==> src/rtl/uart_tx_serializer.sv <==
// uart_tx_serializer: configurable UART transmitter (start, 5..DATA_WIDTH data bits LSB first, optional parity, 1/2 stop bits)
module uart_tx_serializer #(
  parameter int DATA_WIDTH = 8,
  parameter int DIV_WIDTH  = 16
) (
  input  logic                  clk,
  input  logic                  rst_n,
  input  logic                  txValid,
  output logic                  txReady,
  input  logic [DATA_WIDTH-1:0] txData,
  input  logic [3:0]            cfgDataWidth,
  input  logic                  cfgParityEnable,
  input  logic                  cfgParityOdd,
  input  logic                  cfgParityErrorInjection,
  input  logic [1:0]            cfgStopBits,
  input  logic [4:0]            cfgOverSample,
  input  logic [DIV_WIDTH-1:0]  cfgBaudDiv,
  output logic                  tx,
  output logic                  txBusy,
  output logic                  txDone
);
  localparam int WW = $clog2(DATA_WIDTH + 1);
  localparam logic [2:0] IDLE = 3'd0, START = 3'd1, DATA = 3'd2, PARITY = 3'd3, STOP = 3'd4;
  logic [2:0]            state_q, state_d;
  logic [DIV_WIDTH-1:0]  div_q, div_d, div_cnt_q, div_cnt_d;
  logic [4:0]            os_q, os_d, tick_cnt_q, tick_cnt_d;
  logic [WW-1:0]         bit_cnt_q, bit_cnt_d, width_q, width_d, w_cfg;
  logic [DATA_WIDTH-1:0] shift_q, shift_d, mask;
  logic                  par_en_q, par_en_d, par_q, par_d, stop2_q, stop2_d, tx_q, tx_d;
  logic                  tick, bit_end, last_data, last_stop;
  always_comb begin
    w_cfg = (cfgDataWidth < 4'd5) ? WW'(5) : (int'(cfgDataWidth) > DATA_WIDTH) ? WW'(DATA_WIDTH) : WW'(cfgDataWidth);
    mask = '0;
    for (int i = 0; i < DATA_WIDTH; i++) mask[i] = i < int'(w_cfg);
  end
  assign tick      = div_cnt_q == div_q - DIV_WIDTH'(1);
  assign bit_end   = tick && tick_cnt_q == os_q - 5'd1;
  assign last_data = bit_cnt_q == width_q - WW'(1);
  assign last_stop = bit_cnt_q == WW'(stop2_q);
  always_comb begin
    state_d    = state_q;
    div_d      = div_q;
    div_cnt_d  = div_cnt_q;
    os_d       = os_q;
    tick_cnt_d = tick_cnt_q;
    bit_cnt_d  = bit_cnt_q;
    width_d    = width_q;
    shift_d    = shift_q;
    par_en_d   = par_en_q;
    par_d      = par_q;
    stop2_d    = stop2_q;
    if (state_q != IDLE) begin
      div_cnt_d  = tick ? '0 : div_cnt_q + DIV_WIDTH'(1);
      tick_cnt_d = bit_end ? '0 : tick ? tick_cnt_q + 5'd1 : tick_cnt_q;
    end
    case (state_q)
      IDLE: if (txValid) begin
        state_d   = START;
        div_d     = (cfgBaudDiv == '0) ? DIV_WIDTH'(1) : cfgBaudDiv;
        os_d      = (cfgOverSample == 5'd13) ? 5'd13 : 5'd16;
        width_d   = w_cfg;
        shift_d   = txData & mask;
        par_en_d  = cfgParityEnable;
        par_d     = ^(txData & mask) ^ cfgParityOdd ^ cfgParityErrorInjection;
        stop2_d   = cfgStopBits == 2'd2;
        bit_cnt_d = '0;
      end
      START:  if (bit_end) state_d = DATA;
      DATA: if (bit_end) begin
        shift_d   = shift_q >> 1;
        bit_cnt_d = last_data ? '0 : bit_cnt_q + WW'(1);
        if (last_data) state_d = par_en_q ? PARITY : STOP;
      end
      PARITY: if (bit_end) state_d = STOP;
      STOP: if (bit_end) begin
        bit_cnt_d = last_stop ? '0 : bit_cnt_q + WW'(1);
        if (last_stop) state_d = IDLE;
      end
      default: state_d = IDLE;
    endcase
    // line level follows the next state so tx changes on the same edge as the FSM
    tx_d = (state_d == START) ? 1'b0 : (state_d == DATA) ? shift_d[0] : (state_d == PARITY) ? par_d : 1'b1;
  end
  always_ff @(posedge clk or negedge rst_n) begin
    if (!rst_n) begin
      state_q    <= IDLE;
      div_q      <= DIV_WIDTH'(1);
      div_cnt_q  <= '0;
      os_q       <= 5'd16;
      tick_cnt_q <= '0;
      bit_cnt_q  <= '0;
      width_q    <= WW'(DATA_WIDTH);
      shift_q    <= '0;
      par_en_q   <= 1'b0;
      par_q      <= 1'b0;
      stop2_q    <= 1'b0;
      tx_q       <= 1'b1;
    end else begin
      state_q    <= state_d;
      div_q      <= div_d;
      div_cnt_q  <= div_cnt_d;
      os_q       <= os_d;
      tick_cnt_q <= tick_cnt_d;
      bit_cnt_q  <= bit_cnt_d;
      width_q    <= width_d;
      shift_q    <= shift_d;
      par_en_q   <= par_en_d;
      par_q      <= par_d;
      stop2_q    <= stop2_d;
      tx_q       <= tx_d;
    end
  end
  assign tx      = tx_q;
  assign txReady = state_q == IDLE;
  assign txBusy  = state_q != IDLE;
  assign txDone  = state_q == STOP && bit_end && last_stop;
endmodule

==> config.mk <==
export PLATFORM = sky130hd
export DESIGN_NAME = uart_tx_serializer
export DESIGN_NICKNAME = d
export VERILOG_FILES = /design/src/rtl/uart_tx_serializer.sv
export SDC_FILE = /design/constraint.sdc
export NUM_CORES = 1
export LEC_CHECK = 0
export CORE_ASPECT_RATIO = 0.75
export CORE_MARGIN = 3
export CORE_UTILIZATION = 40
export DETAILED_ROUTE_END_ITERATION = 8
export GPL_TIMING_DRIVEN = 0
export PLACE_DENSITY = 0.7
export SLEW_MARGIN = 40
export SYNTH_ARGS = -nofsm -noshare
export SYNTH_HDL_FRONTEND = slang
export SYNTH_SLANG_ARGS = --single-unit
==> constraint.sdc <==
create_clock -name clk -period 2.9 [get_ports clk]
set_input_delay 0.58 -clock clk [delete_from_list [all_inputs] [get_ports clk]]
set_output_delay 0.58 -clock clk [all_outputs]
set_load 0.005 [all_outputs]
==> results of run 1 <==
## repair_timing
action | CTS | global route
resized for setup | 22 | 34
setup endpoints to repair | 30 | 57
pin swaps | 11 | 9
setup buffers | 10 | 7
hold endpoints to repair | 0 | 0
## logic make-up after synthesis
kind of cell | count (synthesis)
compound gates | 78
mux | 7
xor+xnor | 43
flops | 62
buf+inv | 33
fa+ha+maj | 5
simple gates | 207
## state kept, by name, indices dropped and copies added (netlist names)
name	cells
os_q	2
par_q	1
par_en_q	1
tick_cnt_q	5
stop2_q	1
width_q	4
shift_q	8
bit_cnt_q	4
tx	1
div_q	16
div_cnt_q	16
state_q	3
## path summary, 6_finish.rpt
kind / from / endpoint / slack (ns) / cells past startpoint
worst max register to register: div_q[1] / bit_cnt_q[1] / -0.09 / 10
worst min register to register: width_q[3] / width_q[3] / 0.47 / 2
min in group clk: width_q[3] / width_q[3] / 0.47 / 2
worst max-delay path: div_q[1] / txDone / -0.54 / 11
worst min-delay path: rst_n / div_q[10] / 0.15 / 1
max in group asynchronous: rst_n / os_q[4] / 2.18 / 2
## worst reg2reg max path: stages (launching register included)
cell and delay [ns]:
dfrtp_1 0.39, buf_4 0.16, or4_4 0.57, mux2_2 0.31, o22ai_1 0.25, o21bai_1 0.13, nand4bb_4 0.28, buf_8 0.17
a211oi_4 0.30, nand2b_4 0.20, mux2i_1 0.17
## layout make-up
cell class / count / area (sq um) / area share, %
multi-input combinational: 340 / 2350 / 45.7
sequential: 62 / 1560 / 30.3
timing repair buffer: 62 / 584 / 11.4
clock buffer: 9 / 225 / 4.38
tap: 128 / 160 / 3.11
buffer: 20 / 121 / 2.36
clock inverter: 7 / 98.8 / 1.92
inverter: 12 / 45.0 / 0.876
## per-stage QoR
step           setup TNS (ns)  hold slack [ns]  utilization [%]  cells  power [mW]
2_1_floorplan               0            0.284                -    435       0.912
5_1_grt                 -3.77            0.170             55.9    640        2.21
3_3_place_gp           -53.11            0.459             48.6    607       0.993
4_1_cts                -0.462            0.152             54.1    634        2.16
6_report               -0.700            0.150             55.9    640        2.15
3_5_place_dp            -7.29            0.469             48.8    608       0.996
## placed cells by master, fill, tap and decap left out, types with 4 or more instances in the layout
cell | Yosys | final
and3_1 | 7 | 6
nand2_1 | 79 | 79
nor3_1 | 9 | 6
buf_4 | 1 | 18
xnor2_1 | 27 | 25
xor2_1 | 16 | 16
dfstp_2 | 4 | 4
a21oi_1 | 7 | 7
mux2i_1 | 4 | 4
a21o_1 | 7 | 7
nor4_1 | 10 | 5
dfrtp_1 | 58 | 57
or3_1 | 5 | 4
a22o_1 | 4 | 4
nand4_1 | 8 | 8
nand3_1 | 16 | 15
nand2b_1 | 9 | 8
o31ai_1 | 5 | 4
nor4_2 | 1 | 4
ha_1 | 5 | 4
o21ai_0 | 20 | 18
inv_1 | 11 | 9
clkbuf_1 | 12 | 7
clkdlybuf4s50_1 | 0 | 42
buf_6 | 3 | 4
clkbuf_2 | 0 | 5
nor2_1 | 34 | 34
clkbuf_16 | 0 | 9
## layer usage
metal	part of all wire [%]	global-route usage (%)	vias to the layer above
met5	0	0	-
met4	2.2	8.29	0
met3	5.7	3.74	16
met2	43	26.2	117
met1	49	26.8	1707
li1	-	-	1687
## power by group through the flow
stage	clock network, mW	registers [mW]	logic (mW)
after floorplan	0	0.881	0.0304
after global placement	0	0.881	0.112
after detailed placement	0	0.881	0.115
after CTS	1.18	0.866	0.116
after global routing	1.22	0.865	0.125
final	1.17	0.866	0.114
==> impl_metrics.toml, run 1 <==
[worst_setup_path]
crit_fanout = 5
crit_type = "reg2out"
path_buf_inv = 2
slowest_delay_ns = 0.46
crit_family = "simple AND/OR/NAND/NOR gates"
arrival_ns = 2.86
cp.required_ns = 2.32
end_kind = "primary output"
critPathSlowestCell = "or3b_4"
start_kind = "flop"
path_cells = "inv_2, ha_4, or3b_4, xnor2_4, and3_4, nor2_1, nor3b_2, o221a_2, nand4_1, nor4_2, buf_2"

[grt]
grtUsageTotal_pct = 18.4
grt_pass1_vias = 3259
antenna_found_initial = 0
grt_max_degree = 39
gr-total-overflow = 0
grt_pass1_wl_um = 16100

[route]
wl_per_cell_um = 15.7
routed_via_density = 5.51
antenna_left = 0
vias = 3527
drt-pass1-iter-count = 5
drc = 0
drt_wl_total_um = 10100
drt-initial-drc-count = 323

[logic_synthesis]
synth-async-reset-ratio_pct = 100
ys_ff_latch = 62
ys_top_cells_by_count = "nand2_1, dfrtp_1, nor2_1"
synth-compound-area-share_pct = 15.2
synth_flop_cell = "dfrtp_1"
ys.warnings.count = 0
avgSynthCellArea_sq_um = 8.86
synthAdderAreaFrac_pct = 1.62
synth_area_sq_mm = 0.00385
synth.area.top_cells = "dfrtp_1, nand2_1, xnor2_1"
synth_mux_area_share_pct = 1.91
syn_inst = 435
syn_nets = 481
synth_area_leader_cell = "dfrtp_1"
synth_edf_count = 0
synthSimpleGateAreaFrac_pct = 27.1
synth.distinct_cells = 67
synth-xor-area-share_pct = 9.77
yosysSeqAreaShare_pct = 40.4
synth.most_common_cell = "nand2_1"
synth_top_family_by_area = "simple AND/OR/NAND/NOR gates"
yosysTopAreaCellShare_pct = 37.7

[floorplan]
die_h_um = 91.0
die_area_sq_mm = 0.0109
ios = 45
core-area_sq_mm = 0.00920
die_w_um = 119
start_util_pct = 41.9
rows = 30

[timing]
hold_viol = 0
layout_min_cycle_time_ns = 3.44
rsz0062_at_grt = "true"
post-route-period-util_pct = 119
worst_slew_pin_slew_ns = 0.576
setup_viol = 6
fin_worst_skew_ns = 0.00894
slew_violations = 0
max_freq_mhz = 291
setup_ws_ns = -0.538
maxSlewHeadroom_pct = 61.3

[clocking]
numCtsBuffers = 9
clkTransAtPathRegs_ns = 0.06
clk_latency_ns = 0.34
cts_root_buf = "clkbuf_16"
htreeDepth = 3
numClockSinks = 62
clockBufferDepth = 2
cts_hold_buf = 0
cts_tree = "done"

[run_status]
violations = "negative setup slack"
status = "complete, but fails checks"

[pwr]
switchingPower_mw = 0.460
swShare_pct = 21.4
power_leakage_nw = 2.27
powerDensity_mw_per_mm2 = 418
ir_worst_vdd_mv = 0.284
p_int_mw = 1.69
pwr-share-seq_pct = 40.3
power_frac_comb_pct = 5.3
power_frac_clock_pct = 54.4

[final_layout]
syn_to_final_growth_pct = 33.4
fill_cells = 789
fin_nets = 553
drive_gt1_share_pct = 18.9
antenna_cells = 0
fin_area_sq_mm = 0.00514

[place]
post_dp_cell_area_sq_mm = 0.00448
routabilityCongestion = 0.894
place.detailed.hpwl_um = 7050
portBuffers = 44
dp_slack_ns = -0.827

[run]
max_cap_violations = 0

[worst_hold_path]
min_path_type = "in2async"
(Power assumes the default switching activity.)
==> inputs of run 2 (changes only) <==
- GPL_ROUTABILITY_DRIVEN: not set -> 0
==> results of run 2 <==
No change in the layout: final DEF, timing and power equal those of run 1.
==> inputs of run 3 (changes only) <==
- ABC_AREA: not set -> 0
==> results of run 3 <==
No change in the layout: final DEF, timing and power equal those of run 1.
